`src/rtl/key_pkg.sv`:
```
// key_pkg: shared state encodings, default stability length and counter width for key_debouncer.
package key_pkg;
    localparam int KEY_CNT_W        = 8;
    localparam int KEY_STABLE_TICKS = 5;
    typedef enum logic [1:0] {
        IDLE         = 2'd0,
        PRESS_WAIT   = 2'd1,
        PRESSED      = 2'd2,
        RELEASE_WAIT = 2'd3
    } key_state_t;
endpackage

```
`src/rtl/key_sync2.sv`:
```
// key_sync2: two-flop synchronizer for the raw key level, flops clear on reset.
module key_sync2 (
    input  logic clock,
    input  logic reset,
    input  logic d,
    output logic q
);
    logic meta;
    always_ff @(posedge clock or negedge reset)
        if (!reset) {q, meta} <= 2'b00;
        else        {q, meta} <= {meta, d};
endmodule

```
`src/rtl/key_debouncer.sv`:
```
// key_debouncer: push-button debouncer, level accepted after STABLE_TICKS stable clken ticks.
// Define KEY_SYNC_EN to pass keyraw through a two-flop synchronizer first.
module key_debouncer
    import key_pkg::*;
#(
    parameter int STABLE_TICKS = KEY_STABLE_TICKS
) (
    input  logic clock,
    input  logic reset,
    input  logic clken,
    input  logic keyraw,
    output logic keyout,
    output logic keypress
);
    localparam logic [KEY_CNT_W-1:0] LAST = KEY_CNT_W'(STABLE_TICKS - 1);
    logic ks;
`ifdef KEY_SYNC_EN
    key_sync2 u_sync (.clock(clock), .reset(reset), .d(keyraw), .q(ks));
`else
    assign ks = keyraw;
`endif
    key_state_t state, state_nx;
    logic [KEY_CNT_W-1:0] cnt, cnt_nx;
    always_comb begin
        state_nx = state;
        cnt_nx   = cnt;
        case (state)
            IDLE: if (ks) begin
                state_nx = PRESS_WAIT;
                cnt_nx   = '0;
            end
            PRESS_WAIT: if (!ks) begin
                state_nx = IDLE;
                cnt_nx   = '0;
            end else if (clken) begin
                state_nx = (cnt == LAST) ? PRESSED : PRESS_WAIT;
                cnt_nx   = (cnt == LAST) ? '0 : cnt + 1'b1;
            end
            PRESSED: if (!ks) begin
                state_nx = RELEASE_WAIT;
                cnt_nx   = '0;
            end
            RELEASE_WAIT: if (ks) begin
                state_nx = PRESSED;
                cnt_nx   = '0;
            end else if (clken) begin
                state_nx = (cnt == LAST) ? IDLE : RELEASE_WAIT;
                cnt_nx   = (cnt == LAST) ? '0 : cnt + 1'b1;
            end
            default: state_nx = IDLE;
        endcase
    end
    // Outputs are registered from the next state so they line up with the state register.
    always_ff @(posedge clock or negedge reset)
        if (!reset) begin
            state    <= IDLE;
            cnt      <= '0;
            keyout   <= 1'b0;
            keypress <= 1'b0;
        end else begin
            state    <= state_nx;
            cnt      <= cnt_nx;
            keyout   <= (state_nx == PRESSED) || (state_nx == RELEASE_WAIT);
            keypress <= (state == PRESS_WAIT) && (state_nx == PRESSED);
        end
endmodule

```
`config.mk`:
```
export PLATFORM = sky130hd
export DESIGN_NAME = key_debouncer
export DESIGN_NICKNAME = d
export VERILOG_FILES = /design/src/rtl/key_pkg.sv /design/src/rtl/key_sync2.sv /design/src/rtl/key_debouncer.sv
export SDC_FILE = /design/constraint.sdc
export NUM_CORES = 1
export LEC_CHECK = 0
export ABC_CLOCK_PERIOD_IN_PS = 2100
export CAP_MARGIN = 25
export CORE_AREA = 3 3 40 42
export CTS_CLUSTER_SIZE = 10
export DETAILED_ROUTE_END_ITERATION = 10
export DIE_AREA = 0 0 43 45
export PLACE_DENSITY_LB_ADDON = 0.08
export SYNTH_ARGS = -nofsm -noshare
export SYNTH_HDL_FRONTEND = slang
export SYNTH_HIERARCHICAL = 1
export SYNTH_SLANG_ARGS = --single-unit
```
`constraint.sdc`:
```
create_clock -name clock -period 2.1 [get_ports clock]
set_clock_uncertainty 0.2 [all_clocks]
set_input_delay 0.42 -clock clock [delete_from_list [all_inputs] [get_ports clock]]
set_output_delay 0.42 -clock clock [all_outputs]
set_load 0.005 [all_outputs]
```
==> out/qor.yml, run 1 <==
run_status:
  status: "finished clean"
critical_path:
  cp-startpoint: "cnt[4]$_DFFE_PN0P_"
  path_class: "flop to flop"
  crit_chain: "or4_4 > o311a_4 > a21o_2 > a22o_1"
  r2r_cells: 4
  r2r-end: "cnt[2]$_DFFE_PN0P_"
  critPathLaunchType: "flop"
  required_ns: 2.05
  crit_cells: 4
  cp_max_fo: 11
  timing.rr.start: "cnt[4]$_DFFE_PN0P_"
  critical_path.max_stage_delay_ns: 0.55
  regToRegSetupSlack_ns: 0.04
  cp.arrival_ns: 2.01
  cp-end-kind: "flop"
  crit_buf_inv: 0
  critical-path-top-delay-family: "compound AO/OA/AOI/OAI gates"
  endpoint: "cnt[2]$_DFFE_PN0P_"
  cpMaxStageDelayCell: "or4_4"
logic_synthesis:
  synth.top_cells.by_area: "dfrtp_1, nand2_1, a22o_2"
  yosysTopAreaCellShare: 0.455
  yosysWarnings: 6
  syn_area_um2: 604
  synth.distinct_cells: 26
  ys_seq_area_frac: 0.455
  synth_nets: 66
  synth-main-ff-cell: "dfrtp_1"
  syn_area_per_cell_um2: 10.1
  synth_edf_count: 0
  synth_cells: 60
  async_reset_ff_frac: 1.00
  ys_ff_latch: 11
  yosysTopAreaCell: "dfrtp_1"
detailed_routing:
  routed_wl_um: 1120
  routed_via_density: 5.25
  first_iter_violations: 9
  drc_errors: 0
  via_count: 478
  dr.pass1.iters: 4
  antenna_left: 0
  post_drt_wl_per_cell_um: 12.4
timing:
  max_slew_margin: 0.678
  rsz0062_at_grt: "no"
  final_hold_viol_count: 0
  final_max_slew_viol_count: 0
  tns_ns: 0
  tightest_slew_ns: 0.482
  min_period_ns: 2.06
  fin_ws_ns: 0.0410
  fmax_mhz: 486
  setup_viol: 0
  period_share: 0.980
global_route:
  first_global_vias: 439
  gr-total-overflow: 0
  antenna_found_initial: 0
  grt_use_met1: 0.200
  grtUsageMet3: 0.0239
  grt_start_max_net_pins: 12
  gr-usage-all-layers: 0.142
  busiest_layer: "met1"
  globalRouteMet2Util: 0.195
  grt_pass1_wl_um: 1950
die:
  initial_core_util: 0.470
  dieArea_mm2: 0.00194
  fp.dieW_um: 43
  die_y_um: 45
  row_count: 13
  io_pins: 6
  fp.coreArea_mm2: 0.00128
final_layout:
  fin_util: 0.591
  drive_above_1_share: 0.250
  num-fill-cells: 113
  syn_to_final_growth_pct: 25.7
  nets: 83
  diodes: 0
  fin_area_um2: 759
flow_run:
  max_cap_viol_count: 0
place:
  placed_area_um2: 722
  gp_congestion: 0.789
  post-place-ws_ns: -0.0629
  io_buffers: 5
  hpwl_um: 873
clock_tree:
  ctsLongestPathBuffers: 2
  tritoncts: "done"
  clock_latency_ns: 0.26
  path_clk_slew_ns: 0.07
  cts_htree_levels: 1
  cts-root-buf: "clkbuf_4"
  cts_buffers: 3
  clock-sinks: 11
pwr:
  p_leak_nw: 0.372
  total_power_mw: 0.404
  power_density_mw_per_mm2: 532
  ir_drop_v: 0.000341
min_path:
  hold_class: "input pin to asynchronous set/reset pin"
power breakdown:
group,switching [mW],leakage (nW),internal [mW]
registers,0.00482,0.151,0.215
clock network,0.0674,0.0150,0.0734
logic,0.0216,0.207,0.0222
per-stage QoR:
stage          cells  hold WS [ns]
3_5_place_dp      87         0.324
6_report          91         0.280
4_1_cts           91         0.294
2_1_floorplan     60       -0.0756
3_3_place_gp      87         0.318
5_1_grt           91         0.315
registers in the layout, summed over array words and instances (netlist names):
name	flops
cnt	8
keyout	1
keypress	1
state	1
synth_stat cells (2+ instances only):
library cell / number
a21oi_1: 3
nand2_1: 9
ha_1: 2
a22o_2: 3
dfrtp_1: 11
nand4_1: 2
xor2_1: 3
nand2b_1: 2
inv_1: 3
nor2_1: 3
nor3_1: 2
a31oi_1: 3
kinds of logic (layout without fill, tap and decap cells):
logic type               after synthesis  in the layout  share of synthesized area
multiplexers                           1              1                     0.0186
XOR/XNOR                               4              4                     0.0580
adder cells (fa/ha/maj)                2              2                     0.0414
flip-flops                            11             11                      0.455
buffers and inverters                  4             20                     0.0373
AND/OR/NAND/NOR                       23             23                      0.197
AO/OA/AOI/OAI                         15             15                      0.193
final cells by class:
class / instances / area [µm²] / share of cell area
Inverter: 3 / 11.3 / 0.0148
Clock buffer: 4 / 26.3 / 0.0346
Multi-Input combinational cell: 45 / 318 / 0.418
Tap cell: 15 / 18.8 / 0.0247
Timing Repair Buffer: 13 / 110 / 0.145
Sequential cell: 11 / 275 / 0.362
worst min path at each step:
stage | startpoint | to | slack, ns | cells after the start
after floorplan | reset | cnt[0]$_DFFE_PN0P_ | -0.08 | 0
after global placement | keyout$_DFF_PN0_ | keypress$_DFF_PN0_ | 0.32 | 1
after detailed placement | keyout$_DFF_PN0_ | keypress$_DFF_PN0_ | 0.32 | 1
after CTS | reset | keypress$_DFF_PN0_ | 0.29 | 1
after global routing | reset | cnt[6]$_DFFE_PN0P_ | 0.32 | 1
final | reset | keypress$_DFF_PN0_ | 0.28 | 1
cells in the final DEF, fill, tap and decap left out, types with 2 or more instances in the layout:
cell type and n:
a31oi_1 3, xor2_1 3, clkbuf_4 3, nor2_1 3
nand4_1 2, buf_4 8, dfrtp_1 11, a21oi_1 3
nand2_1 9, ha_1 2, clkdlybuf4s50_1 5, inv_1 3
a22o_2 3, nand2b_1 2, nor3_1 2
what timing repair did:
action,4_1_cts,5_1_grt
endpoints found under the hold margin,0,0
gates resized for setup,1,0
hold buffers,0,0
setup endpoints to repair,3,0
buffers inserted,0,0
worst register-to-register path: stages, from the launching register on:
cell and delay (ns):
dfrtp_1 0.38, or4_4 0.55, o311a_4 0.45, a21o_2 0.20, a22o_1 0.17
layer usage:
metal / share of wire / vias to the layer above / routed length [µm]
met3: 0.050 / 2 / 56
met2: 0.45 / 12 / 503
li1: - / 255 / -
met1: 0.49 / 209 / 550
met4: 0.012 / 0 / 13
met5: 0 / - / 0
No activity file was read; power rests on OpenSTA's default activity.
==> inputs of run 2 (changes only) <==
--- a/config.mk
+++ b/config.mk
@@ -8,9 +8,11 @@
 export ABC_CLOCK_PERIOD_IN_PS = 2100
 export CAP_MARGIN = 25
 export CORE_AREA = 3 3 40 42
+export CTS_CLUSTER_DIAMETER = 200
 export CTS_CLUSTER_SIZE = 10
 export DETAILED_ROUTE_END_ITERATION = 10
 export DIE_AREA = 0 0 43 45
+export GPL_ROUTABILITY_DRIVEN = 1
 export PLACE_DENSITY_LB_ADDON = 0.08
 export SYNTH_ARGS = -nofsm -noshare
 export SYNTH_HDL_FRONTEND = slang
==> results of run 2 <==
Final layout, timing and power as in run 1 (identical DEF).
==> inputs of run 3 (changes only) <==
--- a/config.mk
+++ b/config.mk
@@ -14,6 +14,7 @@
 export DIE_AREA = 0 0 43 45
 export GPL_ROUTABILITY_DRIVEN = 1
 export PLACE_DENSITY_LB_ADDON = 0.08
+export SKIP_LAST_GASP = 1
 export SYNTH_ARGS = -nofsm -noshare
 export SYNTH_HDL_FRONTEND = slang
 export SYNTH_HIERARCHICAL = 1
==> results of run 3 <==
Final layout, timing and power as in run 1 (identical DEF).
